[config.mk]
export PLATFORM = sky130hd
export DESIGN_NAME = hazard_ctrl
export DESIGN_NICKNAME = d
export VERILOG_FILES = /design/src/rtl/hazard_pkg.sv /design/src/rtl/hazard_perf_cnt.sv /design/src/rtl/hazard_ctrl.sv
export SDC_FILE = /design/constraint.sdc
export NUM_CORES = 1
export LEC_CHECK = 0
export BUFFER_PORTS_ARGS = -buffer_cell sky130_fd_sc_hd__buf_2
export CAP_MARGIN = 20
export CORE_ASPECT_RATIO = 1.75
export CORE_MARGIN = 2
export CORE_UTILIZATION = 37
export CTS_BUF_LIST = sky130_fd_sc_hd__clkbuf_4 sky130_fd_sc_hd__clkbuf_8
export CTS_CLUSTER_SIZE = 10
export DETAILED_ROUTE_END_ITERATION = 6
export GPL_TIMING_DRIVEN = 1
export PLACE_DENSITY = 0.88
export SETUP_SLACK_MARGIN = 0.4
export SLEW_MARGIN = 20
export SYNTH_ARGS = -nofsm -noshare
export SYNTH_HDL_FRONTEND = slang
export SYNTH_SLANG_ARGS = --single-unit
[constraint.sdc]
create_clock -name clk -period 1.47 [get_ports clk]
set_input_delay 0.294 -clock clk [delete_from_list [all_inputs] [get_ports clk]]
set_output_delay 0.294 -clock clk [all_outputs]
set_load 0.02 [all_outputs]
[src/rtl/hazard_pkg.sv]
// hazard_pkg: shared types and constants for the pipeline hazard controller.
package hazard_pkg;

  // Width of a RISC-V register index and the hard-wired zero register.
  localparam int REG_W = 5;
  localparam logic [REG_W-1:0] REG_X0 = '0;

  // Controller sequencing states.
  typedef enum logic [1:0] {
    RUN     = 2'd0,
    LWSTALL = 2'd1,
    MEMWAIT = 2'd2
  } hazard_state_e;

  // True when a load destination feeds a source operand. x0 is excluded
  // because x0 always reads as zero and so never carries a dependency.
  function automatic logic reg_dep(input logic [REG_W-1:0] rd,
                                   input logic [REG_W-1:0] rs);
    return (rd != REG_X0) && (rd == rs);
  endfunction

endpackage

[src/rtl/hazard_perf_cnt.sv]
// hazard_perf_cnt: saturating event counter with synchronous reset.
// Instantiated by hazard_ctrl only when HAZARD_PERF_EN is defined.
module hazard_perf_cnt #(
  parameter int W = 32
) (
  input  logic         clk,
  input  logic         reset,
  input  logic         inc,
  output logic [W-1:0] count
);

  // Count qualifying cycles and stop at all-ones instead of wrapping.
  always_ff @(posedge clk) begin
    if (reset) begin
      count <= '0;
    end else if (inc && (count != {W{1'b1}})) begin
      count <= count + W'(1);
    end
  end

endmodule

[src/rtl/hazard_ctrl.sv]
// hazard_ctrl: stall/flush controller for the 5-stage RISC-V pipeline.
// Handles one-bubble load-use stalls, memory-wait freezes and a sticky
// memory-timeout flag. Optional macro HAZARD_PERF_EN adds two saturating
// performance counters; without it both counter outputs are tied to zero.
module hazard_ctrl
  import hazard_pkg::*;
#(
  parameter int MEM_TIMEOUT = 255,
  parameter int CNT_W       = 32
) (
  input  logic             clk,
  input  logic             reset,
  input  logic [REG_W-1:0] IF_ID_RegisterRs1,
  input  logic [REG_W-1:0] IF_ID_RegisterRs2,
  input  logic             ID_EX_MemRead,
  input  logic [REG_W-1:0] ID_EX_RegisterRd,
  input  logic             Branch_taken,
  input  logic             EX_MEM_MemRead,
  input  logic             EX_MEM_MemWrite,
  input  logic             mem_ready,
  output logic             PCWrite,
  output logic             IF_ID_Write,
  output logic             IF_ID_Flush,
  output logic             ID_Flush_lwstall,
  output logic             pipe_hold,
  output logic             mem_err,
  output logic [CNT_W-1:0] lwstall_cnt,
  output logic [CNT_W-1:0] memwait_cnt
);

  localparam int WAIT_W = (MEM_TIMEOUT < 1) ? 1 : $clog2(MEM_TIMEOUT + 1);
  localparam logic [WAIT_W-1:0] WAIT_MAX = WAIT_W'(MEM_TIMEOUT);

  hazard_state_e     state;
  hazard_state_e     state_next;
  logic              lu_hit;
  logic              mem_busy;
  logic [WAIT_W-1:0] wait_cnt;

  // Raw hazard conditions decoded from the current pipeline contents.
  always_comb begin
    lu_hit   = ID_EX_MemRead &&
               (reg_dep(ID_EX_RegisterRd, IF_ID_RegisterRs1) ||
                reg_dep(ID_EX_RegisterRd, IF_ID_RegisterRs2));
    mem_busy = (EX_MEM_MemRead || EX_MEM_MemWrite) && !mem_ready;
  end

  // Next-state sequencing; LWSTALL always lasts a single cycle.
  always_comb begin
    state_next = state;
    case (state)
      RUN: begin
        if (mem_busy) begin
          state_next = MEMWAIT;
        end else if (lu_hit) begin
          state_next = LWSTALL;
        end else begin
          state_next = RUN;
        end
      end
      LWSTALL: begin
        state_next = mem_busy ? MEMWAIT : RUN;
      end
      MEMWAIT: begin
        state_next = mem_busy ? MEMWAIT : RUN;
      end
      default: begin
        state_next = RUN;
      end
    endcase
  end

  // Mealy stall/flush outputs with priority memory wait > load-use > branch.
  // A load-use hit seen while already in LWSTALL is the same load that just
  // got its bubble, so it is ignored and the branch is re-evaluated.
  always_comb begin
    PCWrite          = 1'b1;
    IF_ID_Write      = 1'b1;
    IF_ID_Flush      = 1'b0;
    ID_Flush_lwstall = 1'b0;
    pipe_hold        = 1'b0;
    if (reset) begin
      PCWrite     = 1'b0;
      IF_ID_Write = 1'b0;
    end else if (mem_busy) begin
      PCWrite     = 1'b0;
      IF_ID_Write = 1'b0;
      pipe_hold   = 1'b1;
    end else if (lu_hit && (state != LWSTALL)) begin
      PCWrite          = 1'b0;
      IF_ID_Write      = 1'b0;
      ID_Flush_lwstall = 1'b1;
    end else if (Branch_taken) begin
      IF_ID_Flush = 1'b1;
    end
  end

  // State register.
  always_ff @(posedge clk) begin
    if (reset) begin
      state <= RUN;
    end else begin
      state <= state_next;
    end
  end

  // Consecutive wait-cycle counter. Every busy cycle is a wait cycle, including
  // the first one whose state register still reads RUN or LWSTALL, because that
  // cycle always leads into MEMWAIT. Any non-busy cycle ends the wait and clears.
  always_ff @(posedge clk) begin
    if (reset) begin
      wait_cnt <= '0;
    end else if (mem_busy) begin
      if (wait_cnt != WAIT_MAX) begin
        wait_cnt <= wait_cnt + WAIT_W'(1);
      end
    end else begin
      wait_cnt <= '0;
    end
  end

  // Sticky timeout flag: set once the wait exceeds MEM_TIMEOUT cycles.
  always_ff @(posedge clk) begin
    if (reset) begin
      mem_err <= 1'b0;
    end else if (mem_busy && (wait_cnt == WAIT_MAX)) begin
      mem_err <= 1'b1;
    end
  end

`ifdef HAZARD_PERF_EN
  hazard_perf_cnt #(
    .W(CNT_W)
  ) u_lwstall_cnt (
    .clk  (clk),
    .reset(reset),
    .inc  (ID_Flush_lwstall),
    .count(lwstall_cnt)
  );

  hazard_perf_cnt #(
    .W(CNT_W)
  ) u_memwait_cnt (
    .clk  (clk),
    .reset(reset),
    .inc  (pipe_hold),
    .count(memwait_cnt)
  );
`else
  assign lwstall_cnt = '0;
  assign memwait_cnt = '0;
`endif

endmodule
; ---- Word level (Yosys, flattened, before mapping)
; Cells that the tools add are included.
[op_classes]
add_sub_neg = 1
eq_ne = 7
mux = 16
n_bitwise = 1
n_reduce_logical = 13
[op_table]
columns = operator, n
row1 = 1-bit 2-to-1 mux, 13
row2 = 5-bit == test, 2
row3 = "8-bit by 1-bit adder with 8-bit output, second input constant", 1
row4 = "8-bit == test, second input constant", 1
row5 = "8-bit != test, second input constant", 1
row6 = 1-bit logical AND, 6
row7 = 5-bit nonzero test, 1
row8 = 2-bit 2-to-1 mux, 2
row9 = 2-bit case mux with 2 select lines, 1
row10 = 2-bit OR reduction, 2
row11 = "2-bit by 1-bit == test with 1-bit output, second input constant", 1
row12 = "2-bit == test, second input constant", 1
row13 = 2-bit logical NOT, 1
row14 = 1-bit logical OR, 2
row15 = "2-bit by 1-bit != test with 1-bit output, second input constant", 1
row16 = 1-bit logical NOT, 1
row17 = 1-bit NOT, 1
[word_totals]
reg_bits = 11
word_cells = 41

; ---- Logic depth before layout (Yosys ltp)
; Gate-level depths: netlist (run 1).
[logic_depth]
word_depth = 8
ltp_mapped = 6
mapped_depth_nobuf = 5

; ---- Worst setup path after synthesis (run 1)
; OpenSTA, ideal clock, no wires.
[synth_path]
kind = input to output
start = in ID_EX_RegisterRd[1]
end = out PCWrite
arrival_ps = 1679
t_required_ps = 1176
setup_slack_ps = -503
path_stages = 5
n_path_buf = 1
path_cell_list = or4_1 -> o21ai_2 -> nor2_2 -> a21oi_1 -> buf_4
[synth_between]
elab_chain_len = 8
word_cells_on_any_way = 11
[synth_lines]
columns = element, line
row1 = from (decl), hazard_ctrl.sv:16  ; input logic [REG_W-1:0] ID_EX_RegisterRd,
row2 = 5-bit == test / 5-bit nonzero test (equally long branches), hazard_pkg.sv:19  ; return (rd != REG_X0) && (rd == rs);
row3 = 1-bit logical AND, hazard_pkg.sv:19
row4 = 1-bit logical OR (*), hazard_ctrl.sv:43  ; (reg_dep(ID_EX_RegisterRd, IF_ID_RegisterRs1) ||
row5 = 1-bit logical AND (*), hazard_ctrl.sv:42  ; lu_hit = ID_EX_MemRead &&
row6 = 1-bit logical AND (*), hazard_ctrl.sv:89  ; end else if (lu_hit && (state != LWSTALL)) begin
row7 = 1-bit 2-to-1 mux (*) (3 in a row), -
row8 = to (decl), hazard_ctrl.sv:21  ; output logic PCWrite,
; Every way passes the cells marked *; elsewhere a longest branch is shown, timed or not.

; ---- Final worst setup path (run 1)
[layout_path]
start = in ID_EX_RegisterRd[1]
end = out IF_ID_Flush
[layout_between]
elab_chain_len = 8
word_cells_on_any_way = 11
[layout_lines]
columns = element, line
row1 = 5-bit == test / 5-bit nonzero test (equally long branches), hazard_pkg.sv:19
row2 = 1-bit logical AND, hazard_pkg.sv:19
row3 = 1-bit logical OR (*), hazard_ctrl.sv:43
row4 = 1-bit logical AND (*), hazard_ctrl.sv:42
row5 = 1-bit logical AND (*), hazard_ctrl.sv:89
row6 = 1-bit 2-to-1 mux (*), hazard_ctrl.sv:89
row7 = 1-bit 2-to-1 mux (*), hazard_ctrl.sv:85  ; end else if (mem_busy) begin
row8 = 1-bit 2-to-1 mux (*), hazard_ctrl.sv:82  ; if (reset) begin
row9 = to (decl), hazard_ctrl.sv:23  ; output logic IF_ID_Flush,
; Marked as above.

==> reports/summary.txt, run 1 <==
SYNTH
-----------------------------------------------------------------------------------------
Post-synthesis area per instance                                              7.910 sq um
Gate count of the mapped netlist                                                      149
Flip-flop and latch count after synthesis                                              11
Portion of the post-synthesis area used by sequential elements                     18.68%
Proportion of register bits with asynchronous set or reset after synthesis             0%
Synthesis warning total                                                                 0
Mapped cell area                                                               1179 sq um
Number of flops mapped to enable cells by yosys                                         0
Synth Flop Type                                                              sky130_fd_sc_hd__dfxtp_1
Synth cell types                                                                       31

CTS
-----------------------------------------------------------------------------------------
Number of clock sinks seen by CTS                                                      11
H-tree lvl count                                                                        1
Later-pin clock latency in the skew report                                        0.24 ns
Register clock-pin slew on the reported worst setup and hold paths                0.05 ns
Number of buffers inserted during clock tree synthesis                                  3
Clock Path Buffers                                                                      2
Post-CTS Hold Fix Bufs                                                                  0
TritonCTS clock tree                                                                built
CTS root buffer                                                              sky130_fd_sc_hd__clkbuf_8

PWR
-----------------------------------------------------------------------------------------
Combinational cell fraction of total power                                          34.7%
Pleak                                                                           0.7390 nW
Internal cell power                                                             0.6102 mW
Power per cell area                                                          632.2 nW/um^2
Share of total power in the clock network                                           33.5%
Share of total power consumed by net switching                                     35.87%
Share of power burned in registers                                                  31.8%
Worst IR Drop VDD                                                               0.4190 mV
Total power                                                                     0.9516 mW
P_sw                                                                            0.3414 mW

CRITICAL PATH
-----------------------------------------------------------------------------------------
Critical Path Sink Type                                                      primary output
Setup CP Type                                                                input port to primary output
WP data arrival                                                                   1.45 ns
Launch point of the worst reg-to-reg path                                     wait_cnt[1]
Required time of the critical path                                                1.18 ns
Reg-to-reg critical path endpoint                                             wait_cnt[2]
Worst reg-to-reg path cell count                                                        5
Reg-to-reg slack, setup                                                           0.18 ns
Start point of the critical path                                             ID_EX_RegisterRd[1]
Startpoint class of the critical path                                          input port
Largest fanout of any net on the critical path                                          3

TIMING
-----------------------------------------------------------------------------------------
Clock tree skew after final layout                                            0.001458 ns
Worst hold slack after final layout                                             0.2985 ns
Max Freq                                                                        575.0 MHz
Final hold violations                                                                   0
Setup repair after global routing missed its margin                                   yes
Setup-violating endpoint count in the final report                                      4
Max Transition Viols Final                                                              0
Worst Setup Slack, final                                                       -0.2692 ns
Fraction of the cycle the final worst path needs                                   118.3%
Final worst path period need                                                     1.739 ns

RUN
-----------------------------------------------------------------------------------------
Max Cap Violations                                                                      0

GLOBAL ROUTE
-----------------------------------------------------------------------------------------
All-layer global routing usage                                                     11.99%
Wire length of the first global-routing pass                                     3.215 mm
Global route overflow                                                                   0
Initial antenna violation count                                                         0
Number of global-route vias before repair                                             804
Pin count of the biggest net entering global routing                                   10

DIE
-----------------------------------------------------------------------------------------
Die width                                                                        46.67 um
Die Area                                                                       3671 sq um
Die Span Y                                                                       78.66 um
Top-level port count                                                                   92
Placement Rows                                                                         27
Initial Utilization                                                                37.92%
Area of the core                                                               3108 sq um

ROUTING
-----------------------------------------------------------------------------------------
1st-pass router iterations                                                              4
Detailed-route via count                                                              920
Overall routed net length                                                        2.274 mm
# DRC                                                                                   0
Antenna-violating nets left                                                             0
Via-to-Cell Ratio                                                                   3.898
Average wire per standard cell                                                   9.636 um
Starting DRC count in detailed routing                                                 19

RUN STATUS
-----------------------------------------------------------------------------------------
Failing checks                                                               setup timing
Run status                                                                   finished, violations left

CELLS AND AREA
-----------------------------------------------------------------------------------------
Antenna diode count                                                                     0
Fraction of the core area covered by cells at the end of the flow                  48.43%
Area of the multi-input gates                                                 819.5 sq um
Filler cell count                                                                     310
Area of all sequential standard cells                                         234.0 sq um
Fraction of final layout cells sized beyond drive strength 1                       40.41%
Final-stage net count                                                                 220
Area added between synthesis and finish                                            27.71%

MIN PATH
-----------------------------------------------------------------------------------------
Hold worst-path end                                                               mem_err
Beginning of the worst hold path                                                    reset
Hold Path Stages                                                                        2
Class of the worst hold path                                                 input port to flip-flop

PLACEMENT
-----------------------------------------------------------------------------------------
Half-perimeter wire length after placement                                       1.702 mm
Port buffer count                                                                      27
Final Wtd Congestion                                                               0.6976

cells in the final DEF (no fill, tap or decap), drive strengths merged, types with 2 or more instances in the layout:
cell type,synthesis,final
dfxtp,11,11
xor2,2,2
o21ai,4,4
a21oi,3,3
nor2b,2,2
o22ai,2,2
clkbuf,0,4
conb,1,64
buf,67,44
nor3,5,5
nand2,6,6
ha,4,4
xnor2,11,11
nor2,7,7
or2,2,2
inv,5,4
nand3,3,3
and3,3,3
a31oi,2,2
worst max-delay path by stage:
stage | to | slack (ns) | cells past startpoint
after floorplan | PCWrite | -0.24 | 5
final | IF_ID_Flush | -0.27 | 6
after detailed placement | PCWrite | -0.31 | 6
after CTS | PCWrite | -0.27 | 6
after global placement | IF_ID_Flush | -0.31 | 6
after global routing | IF_ID_Flush | -0.31 | 6
layer usage:
| layer | vias up | part of all wire (%) | GRT usage [%] |
|---|---|---|---|
| met3 | 4 | 12 | 1.379 |
| li1 | 439 | - | - |
| met1 | 406 | 28 | 8.520 |
| met2 | 71 | 59 | 25.83 |
| met5 | - | 0 | 0 |
| met4 | 0 | 1.6 | 5.833 |
cells in the mapped netlist (all sizes together), types with 3 or more instances:
| cell type | n | share of area [%] |
|---|---|---|
| o21ai | 4 | 2.0 |
| nor3 | 5 | 2.1 |
| nand3 | 3 | 1.3 |
| inv | 5 | 1.6 |
| a21oi | 3 | 1.3 |
| nand2 | 6 | 1.9 |
| nor2 | 7 | 2.4 |
| buf | 67 | 42 |
| and3 | 3 | 1.6 |
| xnor2 | 11 | 8.2 |
| dfxtp | 11 | 19 |
| ha | 4 | 4.2 |
state kept, by name, summed over array words and instances (netlist names):
register  count
state         2
wait_cnt      8
mem_err       1
power by group through the flow:
stage	Combinational [mW]	Sequential, mW	Clock [mW]
floorplan	0.365	0.312	0
global route	0.354	0.303	0.341
finish	0.330	0.303	0.319
CTS	0.325	0.304	0.325
global placement	0.296	0.313	0
detailed placement	0.301	0.313	0
cell families (layout without fill, tap and decap cells):
group,after synthesis,count (layout),synth area share [%]
AOI/OAI and AO/OA,14,14,7.431
muxes,1,1,0.8493
buffers and inverters,72,53,43.84
other,1,64,0.3182
adders and majority gates,4,4,4.246
xor gates and xnor gates,13,13,9.660
and+or+nand+nor,33,33,14.97
DFF,11,11,18.68
cell type report:
| class | instances | share of cell area [%] |
|---|---|---|
| timing repair buffer | 44 | 21.61 |
| multi-input combinational | 129 | 54.45 |
| sequential | 11 | 15.54 |
| clock buffer | 4 | 3.242 |
| inverter | 5 | 1.579 |
| tap | 43 | 3.574 |
critical path, cell delays in order:
cell and delay [ns]:
sky130_fd_sc_hd__buf_8 0.10, sky130_fd_sc_hd__or4_4 0.54, sky130_fd_sc_hd__o21ai_4 0.17, sky130_fd_sc_hd__nor2_4 0.06
sky130_fd_sc_hd__a21oi_2 0.13, sky130_fd_sc_hd__buf_4 0.15
stage by stage:
| step | cell area (sq um) | setup WS [ns] | TNS [ns] | cells |
|---|---|---|---|---|
| global route | 1505 | -0.3128 | -1.223 | 236 |
| finish | 1505 | -0.2692 | -1.063 | 236 |
| global placement | 1255 | -0.3071 | -1.175 | 222 |
| floorplan | 1528 | -0.2437 | -0.5151 | 212 |
| detailed placement | 1255 | -0.3143 | -1.197 | 222 |
| CTS | 1460 | -0.2736 | -1.073 | 232 |
repair_timing:
item,4_1_cts,5_1_grt
gates resized for setup,30,6
buffers inserted,6,4
endpoints found under the setup margin,14,16
pin swaps,10,9
(Power assumes the default switching activity.)
==> run 2: changes to the inputs <==
--- a/config.mk
+++ b/config.mk
@@ -5,11 +5,12 @@
 export SDC_FILE = /design/constraint.sdc
 export NUM_CORES = 1
 export LEC_CHECK = 0
+export ABC_AREA = 1
 export BUFFER_PORTS_ARGS = -buffer_cell sky130_fd_sc_hd__buf_2
 export CAP_MARGIN = 20
 export CORE_ASPECT_RATIO = 1.75
 export CORE_MARGIN = 2
-export CORE_UTILIZATION = 37
+export CORE_UTILIZATION = 38
 export CTS_BUF_LIST = sky130_fd_sc_hd__clkbuf_4 sky130_fd_sc_hd__clkbuf_8
 export CTS_CLUSTER_SIZE = 10
 export DETAILED_ROUTE_END_ITERATION = 6
==> run 2 against run 1 <==
The flow still finishes with violations (setup timing). Cell count increased by 15%. Global-route usage increased by 1.0 points. Area after synthesis increased by 6.4%. Synthesized cell count increased by 25%. Clock skew about the same. Critical endpoint is now PCWrite. Largest cell class unchanged. Highest routed layer unchanged.
==> reports/summary.txt, run 2 <==
MIN PATH
-----------------------------------------------------------------------------------------
Hold Path Stages                                                                        2
Hold worst-path end                                                               mem_err
Beginning of the worst hold path                                                    reset
Class of the worst hold path                                                 input port to flip-flop

CRITICAL PATH
-----------------------------------------------------------------------------------------
Worst reg-to-reg path cell count                                                        5
Critical Path Sink Type                                                      primary output
Launch point of the worst reg-to-reg path                                     wait_cnt[0]
Startpoint class of the critical path                                          input port
Setup CP Type                                                                input port to primary output
Reg-to-reg critical path endpoint                                             wait_cnt[5]
WP data arrival                                                                   1.22 ns
Reg-to-reg slack, setup                                                           0.25 ns
Required time of the critical path                                                1.18 ns
Largest fanout of any net on the critical path                                          2

SYNTH
-----------------------------------------------------------------------------------------
Flip-flop and latch count after synthesis                                              11
Proportion of register bits with asynchronous set or reset after synthesis             0%
Top cells by instance count after synthesis                                  sky130_fd_sc_hd__buf_4, sky130_fd_sc_hd__nand2_1, sky130_fd_sc_hd__inv_1
Number of flops mapped to enable cells by yosys                                         0
Portion of the post-synthesis area used by sequential elements                     17.56%
Share of the synthesized area in the top cell type                                 38.92%
Synth Flop Type                                                              sky130_fd_sc_hd__dfxtp_1
Mapped cell area                                                               1254 sq um
Gate count of the mapped netlist                                                      186
Synthesis warning total                                                                 0
Synth cell types                                                                       24
Largest area contributor in the synthesized netlist                          sky130_fd_sc_hd__buf_4
Post-synthesis area per instance                                              6.740 sq um
Most frequent cell after synthesis                                           sky130_fd_sc_hd__buf_4
Leading cell types by total area after synthesis                             sky130_fd_sc_hd__buf_4, sky130_fd_sc_hd__dfxtp_1, sky130_fd_sc_hd__nand2_1

PWR
-----------------------------------------------------------------------------------------
Pleak                                                                           0.8726 nW
Total power                                                                     0.9980 mW
Worst IR Drop VDD                                                               0.2778 mV
Power per cell area                                                          578.4 nW/um^2

TIMING
-----------------------------------------------------------------------------------------
Max Transition Viols Final                                                              0
Final hold violations                                                                   0
Worst Setup Slack, final                                                      -0.04087 ns
Fraction of the cycle the final worst path needs                                   102.8%
Setup-violating endpoint count in the final report                                      4
Max Freq                                                                        661.9 MHz
Clock tree skew after final layout                                           0.0009611 ns
Setup repair after global routing missed its margin                                   yes
Final worst path period need                                                     1.511 ns

DIE
-----------------------------------------------------------------------------------------
Initial Utilization                                                                39.90%
Area of the core                                                               3142 sq um
Top-level port count                                                                   92
Placement Rows                                                                         27
Die Span Y                                                                       79.99 um
Die Area                                                                       3793 sq um
Die width                                                                        47.42 um

RUN
-----------------------------------------------------------------------------------------
Max Cap Violations                                                                      0

ROUTING
-----------------------------------------------------------------------------------------
Detailed-route via count                                                            1,034
Antenna-violating nets left                                                             0
# DRC                                                                                   0
Via-to-Cell Ratio                                                                   3.815
Overall routed net length                                                        2.751 mm
Starting DRC count in detailed routing                                                  8
Average wire per standard cell                                                   10.15 um
1st-pass router iterations                                                              2

PLACEMENT
-----------------------------------------------------------------------------------------
Port buffer count                                                                      27
Half-perimeter wire length after placement                                       1.851 mm
Final Wtd Congestion                                                               0.7412

CELLS AND AREA
-----------------------------------------------------------------------------------------
Number of flip-flops in the largest register                                            8
Filler cell count                                                                     305
Most common library cell in the layout ignoring fill and taps                sky130_fd_sc_hd__conb_1
Antenna diode count                                                                     0
Largest regs                                                                 wait_cnt: 8 flops, state: 2 flops, mem_err: 1 flops
Area added between synthesis and finish                                            37.62%
Fraction of the core area covered by cells at the end of the flow                  54.92%
Register ranked first by flip-flop count                                         wait_cnt
Top library cells by usage in the layout, fill and taps aside                sky130_fd_sc_hd__conb_1, sky130_fd_sc_hd__buf_6, sky130_fd_sc_hd__nand2_1, sky130_fd_sc_hd__nand2_2, sky130_fd_sc_hd__inv_1
Final-stage net count                                                                 255
Fraction of final layout cells sized beyond drive strength 1                       46.05%

CTS
-----------------------------------------------------------------------------------------
Register clock-pin slew on the reported worst setup and hold paths                0.05 ns
Clock Path Buffers                                                                      2
CTS root buffer                                                              sky130_fd_sc_hd__clkbuf_8
Later-pin clock latency in the skew report                                        0.24 ns
H-tree lvl count                                                                        1
Number of clock sinks seen by CTS                                                      11
TritonCTS clock tree                                                                built
Number of buffers inserted during clock tree synthesis                                  3

GLOBAL ROUTE
-----------------------------------------------------------------------------------------
Global route overflow                                                                   0
Wire length of the first global-routing pass                                     3.498 mm
Pin count of the biggest net entering global routing                                    7
All-layer global routing usage                                                     13.00%
Initial antenna violation count                                                         0
Number of global-route vias before repair                                             887

RUN STATUS
-----------------------------------------------------------------------------------------
Failing checks                                                               setup timing
Run status                                                                   finished, violations left

-- run 2: power by group --
part | leakage (nW) | internal [mW] | switching [mW]
clock network | 0.0262 | 0.209 | 0.121
registers | 0.0934 | 0.301 | 0.00633
logic | 0.753 | 0.108 | 0.253
total | 0.873 | 0.618 | 0.380
-- run 2: routing by layer --
layer | vias up | share of wire, % | global-route usage (%)
met3 | 2 | 6.3 | 1.357
met4 | 0 | 1.1 | 5.833
met1 | 461 | 28 | 9.401
met5 | - | 0 | 0
li1 | 520 | - | -
met2 | 51 | 65 | 27.97
-- run 2: cells by family after synthesis --
| logic type | synth area share (%) |
|---|---|
| simple gates | 22.65 |
| compound gates | 5.589 |
| fa+ha+maj | 3.992 |
| flops | 17.56 |
| buf+inv | 46.41 |
| other cells | 0.2991 |
| xor+xnor | 3.494 |
-- run 2: cell type report --
cell class              count  area [sq um]  area share [%]
multi-input cells         148         897.1           51.99
repair buffers             40         374.1           21.68
flip-flops and latches     11         235.2           13.63
inverters                  25         116.4           6.744
well taps                  43         53.80           3.118
clock buffers               4         48.80           2.828
-- run 2: repair_timing --
action	in CTS	in global routing
setup buffers	11	2
hold buffers	0	0
resized for setup	55	37
pin swaps	22	30
endpoints found under the setup margin	12	12
endpoints found under the hold margin	0	0
-- run 2: worst max-delay path: stages --
cell and delay [ns]:
sky130_fd_sc_hd__buf_6 0.07, sky130_fd_sc_hd__inv_1 0.03, sky130_fd_sc_hd__nand2_1 0.06, sky130_fd_sc_hd__nand2_1 0.06, sky130_fd_sc_hd__nor2_1 0.17, sky130_fd_sc_hd__nand3_2 0.09
sky130_fd_sc_hd__nand2_2 0.10, sky130_fd_sc_hd__nand3_4 0.09, sky130_fd_sc_hd__nand2_4 0.09, sky130_fd_sc_hd__inv_4 0.04, sky130_fd_sc_hd__buf_6 0.12
-- run 2: worst max path at each step --
stage / from / end / cells past startpoint
finish: IF_ID_RegisterRs2[0] / PCWrite / 11
global route: IF_ID_RegisterRs2[0] / IF_ID_Flush / 11
CTS: state[1] / IF_ID_Flush / 7
detailed placement: ID_EX_RegisterRd[1] / IF_ID_Write / 11
global placement: ID_EX_RegisterRd[1] / IF_ID_Write / 11
floorplan: IF_ID_RegisterRs1[1] / PCWrite / 10
-- run 2: stage by stage --
step | hold slack, ns | cell area [sq um] | setup WS, ns | TNS [ns] | instances
finish | 0.3068 | 1725 | -0.04087 | -0.1469 | 271
global route | 0.3196 | 1725 | -0.1143 | -0.4374 | 271
CTS | 0.3011 | 1564 | -0.003370 | -0.003370 | 269
detailed placement | 0.4586 | 1244 | -0.1169 | -0.3877 | 254
global placement | 0.4364 | 1244 | -0.08160 | -0.2581 | 254
floorplan | 0.3982 | 1546 | 0.1443 | 0 | 249
